--- src/rtl/fwd_pkg.sv ---
// Shared constants for the EX-stage forwarding unit: operand-select encodings
// and default widths.
package fwd_pkg;

    localparam logic [1:0] FWD_RF     = 2'b00;
    localparam logic [1:0] FWD_MEM_WB = 2'b01;
    localparam logic [1:0] FWD_EX_MEM = 2'b10;

    localparam int REG_AW_DEF = 5;
    localparam int CNT_W_DEF  = 16;

endpackage

--- src/rtl/fwd_select.sv ---
// One operand's forwarding decision: compares a source register against the
// MEM and WB destinations and picks the most recent producer.
module fwd_select
    import fwd_pkg::*;
#(
    parameter int REG_AW = REG_AW_DEF
) (
    input  logic [REG_AW-1:0] src,
    input  logic [REG_AW-1:0] ex_mem_rd,
    input  logic [REG_AW-1:0] mem_wb_rd,
    input  logic              ex_mem_wr,
    input  logic              mem_wb_wr,
    output logic [1:0]        sel
);

    logic ex_hit;
    logic mem_hit;

    // r0 is hard-wired zero, so a write to it must never be forwarded.
    assign ex_hit  = ex_mem_wr && (ex_mem_rd != '0) && (ex_mem_rd == src);
    assign mem_hit = mem_wb_wr && (mem_wb_rd != '0) && (mem_wb_rd == src);

    always_comb begin
        sel = FWD_RF;
        if (ex_hit) begin
            sel = FWD_EX_MEM;
        end else if (mem_hit) begin
            sel = FWD_MEM_WB;
        end
    end

endmodule

--- src/rtl/forwarding_unit.sv ---
// EX-stage data-hazard forwarding control with optional saturating event
// counters, enabled by defining FWD_STATS_EN.
module forwarding_unit
    import fwd_pkg::*;
#(
    parameter int REG_AW = REG_AW_DEF,
    parameter int CNT_W  = CNT_W_DEF
) (
    output logic [1:0]        forwardA,
    output logic [1:0]        forwardB,
    input  logic [REG_AW-1:0] ID_EX_rs,
    input  logic [REG_AW-1:0] ID_EX_rt,
    input  logic [REG_AW-1:0] EX_MEM_rd,
    input  logic [REG_AW-1:0] MEM_WB_rd,
    input  logic              MEM_WB_RegWrite,
    input  logic              EX_MEM_RegWrite,
    input  logic              clk,
    input  logic              rst_n,
    input  logic              stats_clr,
    output logic [CNT_W-1:0]  fwd_ex_cnt,
    output logic [CNT_W-1:0]  fwd_mem_cnt
);

    fwd_select #(.REG_AW(REG_AW)) u_sel_a (
        .src       (ID_EX_rs),
        .ex_mem_rd (EX_MEM_rd),
        .mem_wb_rd (MEM_WB_rd),
        .ex_mem_wr (EX_MEM_RegWrite),
        .mem_wb_wr (MEM_WB_RegWrite),
        .sel       (forwardA)
    );

    fwd_select #(.REG_AW(REG_AW)) u_sel_b (
        .src       (ID_EX_rt),
        .ex_mem_rd (EX_MEM_rd),
        .mem_wb_rd (MEM_WB_rd),
        .ex_mem_wr (EX_MEM_RegWrite),
        .mem_wb_wr (MEM_WB_RegWrite),
        .sel       (forwardB)
    );

`ifdef FWD_STATS_EN
    logic [CNT_W-1:0] ex_cnt_p1;
    logic [CNT_W-1:0] mem_cnt_p1;
    logic [1:0]       ex_inc;
    logic [1:0]       mem_inc;

    // Widened sum so an increment of 2 near the top clamps instead of wrapping.
    function automatic logic [CNT_W-1:0] sat_add(input logic [CNT_W-1:0] cnt,
                                                 input logic [1:0]       inc);
        logic [CNT_W+1:0] sum;
        sum = {2'b00, cnt} + {{CNT_W{1'b0}}, inc};
        if (sum > {2'b00, {CNT_W{1'b1}}}) begin
            return {CNT_W{1'b1}};
        end
        return sum[CNT_W-1:0];
    endfunction

    always_comb begin
        ex_inc  = {1'b0, forwardA == FWD_EX_MEM} + {1'b0, forwardB == FWD_EX_MEM};
        mem_inc = {1'b0, forwardA == FWD_MEM_WB} + {1'b0, forwardB == FWD_MEM_WB};
    end

    // Statistics stage: one update per cycle, clear beats increment.
    always_ff @(posedge clk or negedge rst_n) begin
        if (!rst_n) begin
            ex_cnt_p1  <= '0;
            mem_cnt_p1 <= '0;
        end else if (stats_clr) begin
            ex_cnt_p1  <= '0;
            mem_cnt_p1 <= '0;
        end else begin
            ex_cnt_p1  <= sat_add(ex_cnt_p1, ex_inc);
            mem_cnt_p1 <= sat_add(mem_cnt_p1, mem_inc);
        end
    end

    assign fwd_ex_cnt  = ex_cnt_p1;
    assign fwd_mem_cnt = mem_cnt_p1;
`else
    logic unused_stats;
    assign unused_stats = ^{clk, rst_n, stats_clr};
    assign fwd_ex_cnt   = '0;
    assign fwd_mem_cnt  = '0;
`endif

endmodule

--- config.mk ---
export PLATFORM = sky130hd
export DESIGN_NAME = forwarding_unit
export DESIGN_NICKNAME = d
export VERILOG_FILES = /design/src/rtl/fwd_pkg.sv /design/src/rtl/fwd_select.sv /design/src/rtl/forwarding_unit.sv
export SDC_FILE = /design/constraint.sdc
export NUM_CORES = 1
export LEC_CHECK = 0
export CAP_MARGIN = 20
export CORE_UTILIZATION = 26
export DETAILED_ROUTE_END_ITERATION = 8
export GPL_TIMING_DRIVEN = 0
export PLACE_DENSITY = 0.91
export RECOVER_POWER = 100
export SLEW_MARGIN = 20
export SYNTH_ARGS = -nofsm -noshare
export SYNTH_HDL_FRONTEND = slang
export SYNTH_SLANG_ARGS = --single-unit
--- constraint.sdc ---
create_clock -name vclk -period 1.1
set_input_delay 0.11 -clock vclk [all_inputs]
set_output_delay 0.11 -clock vclk [all_outputs]
set_load 0.05 [all_outputs]
; Word level (Yosys, flattened, before mapping)
; Cells that the tools add are included.
[word_totals]
register_bits = 0
in_bits = 25
[op_classes]
n_eq_ne = 4
n_mux = 4
reduce_logical = 8
[ops]
columns = operator, n
row1 = 5-bit equality test, 4
row2 = 5-bit nonzero test, 2
row3 = 1-bit logical AND, 6
row4 = 2-bit 2-to-1 mux, 2
row5 = 1-bit 2-to-1 mux, 2

; Logic depth before layout (Yosys ltp)
[depth]
word_depth = 5
ltp_mapped = 4

; Hierarchy
; Synthesis repeated with hierarchy kept, for this count alone.
[unflattened]
cells_unflattened = 75
hier_area_um2 = 561.8
[by_module_without_submodules]
columns = mod, n_inst, cells_per_inst, area_per_inst_um2, seq_area_each_um2
row1 = fwd_select, 2, 21, 158.9, 0.0
row2 = forwarding_unit, 1, 33, 244.0, 0.0

; Worst setup path before layout
; OpenSTA, ideal clock, no wires.
[synth_timing]
path_type = input-to-output
startpoint = input EX_MEM_rd[4]
endpoint = output forwardB[0]
t_arrival_ns = 1.838
required_time_ns = 0.990
path_slack_ns = -0.848
stages = 4
path_buffers = 0
cell_sequence = or4_1 o21ai_2 nor4_1 nor4_2
[synth_between]
elab_chain_len = 4
word_cells_on_any_way = 5
[synth_lines]
columns = item, line_no
row1 = from (decl), forwarding_unit.sv:13  ; input logic [REG_AW-1:0] EX_MEM_rd,
row2 = 5-bit nonzero test, fwd_select.sv:20  ; assign ex_hit = ex_mem_wr && (ex_mem_rd != '0) && (ex_mem_rd == src);
row3 = 1-bit logical AND, fwd_select.sv:20
row4 = 1-bit logical AND *, fwd_select.sv:20
row5 = named net u_sel_b.ex_hit, fwd_select.sv:16  ; logic ex_hit;
row6 = 2-bit 2-to-1 mux *, fwd_select.sv:25  ; if (ex_hit) begin
row7 = to (decl), forwarding_unit.sv:10  ; output logic [1:0] forwardB,
; Mark *: on every way through the listed nets, which the timed path passes. The rest lies on a longest branch.

; Final worst setup path
[layout_timing]
startpoint = input EX_MEM_rd[2]
endpoint = output forwardA[0]
[layout_between]
elab_chain_len = 4
word_cells_on_any_way = 5
[layout_lines]
columns = item, line_no
row1 = 5-bit nonzero test, fwd_select.sv:20
row2 = 1-bit logical AND, fwd_select.sv:20
row3 = 1-bit logical AND *, fwd_select.sv:20
row4 = named net u_sel_a.ex_hit, fwd_select.sv:16
row5 = 2-bit 2-to-1 mux *, fwd_select.sv:25
row6 = to (decl), forwarding_unit.sv:9  ; output logic [1:0] forwardA,
; Marks and branches as above.

==> metrics <==
worst setup margin -0.3810 ns; CP Max Fanout 2; drt wl/cell 8.974 µm; port bufs 26; Max Freq 675.2 MHz; Synth area leaders buf_4, xnor2_1, xor2_1; max-cap violations 0; largest net degree at the start of global routing 4; drt first pass iters 2; CP most frequent cell nor4_4; Filler Cells Inserted 167; run status complete, but fails checks; Tcrit/Tclk final 134.6%; Die Ht 47.12 µm; min-delay src ID_EX_rt[4]; Crit. End Element output pin; share of the synthesized area in the top cell type 48.23%; global-route wire length before repair 1987 µm; multi-input logic area 495.5 µm²; Leak 0.5321 nW; hold_buf cts 0; CP Launch Type input port; GRT Resource Usage Total 12.24%; die area 0.002220 mm²; Critical Path Stages 6; most common cell after layout, fill and taps aside buf_4; Hold Path Sink forwardB[0]; Detail Route Antenna Nets 0; CP max stage cell or4_4; pwr dens 550.3 mW/mm²; top cell type by total area after synthesis buf_4; total power 0.5701 mW; CP max stage delay 0.53 ns; final WL 1364 µm; failing checks negative setup slack; Iter 0 DRT Violations 1; layout cells sized above 1 47.24%; Area Growth Syn to Fin 95.74%; IO Count 61; nets 154; Buffers & Inverters on Critical Path 2; die width 47.12 µm; Pins Over Slew Limit 0; cell total after placement 151; CP Data Required Time 0.99 ns; initial antenna violation count 0; clock buffer count 0; Synth Cell Area 529.3 µm²; fin area 0.001036 mm²; sequential-to-total area share from yosys stat 0%; Yosys cell types 12; Yosys Warn Count 0; dpl ws -1.463 ns; Critical Path AT 1.37 ns; Initial Util 29.07%; Final Hold Viols 0; Avg Cell Area, Syn 7.670 µm²; final setup vio count 4; Final GP Congestion 0.7249; Syn Inst Count 69; Peak VDD IR 275.4 µV; Core Region 0.001821 mm²; delay-heaviest family, CP simple AND/OR/NAND/NOR gates; Sequential Area 0 µm²; sequential cells 0; Area after DPL 954.7 µm²; grt total ovfl 0; worst hold slack 0.7576 ns; commonest cells after routing, fill and taps aside buf_4, conb_1, xnor2_1, dlygate4sd2_1, nor4_4; vias 524; num rows 15; dpl hpwl 1230 µm; Period minus WS final 1.481 ns; CP cell instances buf_8, or4_4, o21ai_4, nor4_4, nor4_4, buf_6; drt drc 0; Non-Filler Instances 152; hold path depth 5; setup repair after global routing missed its margin true; number of global-route vias before repair 486; HP Class in -> out; antenna fix cells 0; WS Path Type in -> out; post-DR vias/cell 3.447
## worst max path at each step
stage                             from     endpoint  slack (ns)
after floorplan           EX_MEM_rd[4]  forwardA[0]       -0.49
after detailed placement  EX_MEM_rd[0]  forwardB[1]       -1.46
final                     EX_MEM_rd[2]  forwardA[0]       -0.38
after CTS                 EX_MEM_rd[2]  forwardA[0]       -0.39
after global placement    EX_MEM_rd[4]  forwardB[0]       -1.45
after global routing      EX_MEM_rd[2]  forwardA[0]       -0.44
## what timing repair did
| item | CTS | global route |
|---|---|---|
| endpoints found under the setup margin | 4 | 4 |
| pin swaps | 14 | 7 |
| hold endpoints to repair | 0 | 0 |
| cloned | 0 | 0 |
| buffers inserted | 1 | 0 |
| gates resized for setup | 83 | 10 |
## power by group
| part | switching, mW | total (mW) | internal (mW) |
|---|---|---|---|
| Combinational | 0.369 | 0.570 | 0.201 |
| Sequential | 0 | 0 | 0 |
| Clock | 0 | 0 | 0 |
| Total | 0.369 | 0.570 | 0.201 |
## routing by layer
metal  vias up  wire length [µm]  global-route usage [%]
met5         -                 0                       0
met4         0                21                   2.857
met3         2                89                  0.3846
met2        31               800                   25.83
met1       215               452                   12.98
li1        276                 -                       -
## per-stage QoR
step	util (%)	setup TNS, ns
after CTS	55.95	-1.477
after global routing	56.91	-1.625
after global placement	52.44	-5.704
after detailed placement	52.44	-5.793
final	56.91	-1.421
after floorplan	-	-1.109
## cell type report
cell class / instances / area share [%]
plain buffers: 34 / 24.64
multi-input cells: 66 / 47.83
well taps: 25 / 3.019
repair buffers: 27 / 24.52
## Yosys cell counts
master and n:
nor4_1 2, nand2_1 2, conb_1 1, or4_1 2
nand3_1 2, xor2_1 4, xnor2_1 16, nand4_1 2
buf_4 34, o21ai_2 1, nor4_2 2, nor2_1 1
## cell families after synthesis
logic type | Yosys count | synth area share [%]
other | 1 | 0.7085
AND/OR/NAND/NOR | 13 | 16.31
AO/OA/AOI/OAI | 1 | 1.655
buffers and inverters | 34 | 48.23
XOR/XNOR | 20 | 33.10
Power figures use the tool's default switching activity.
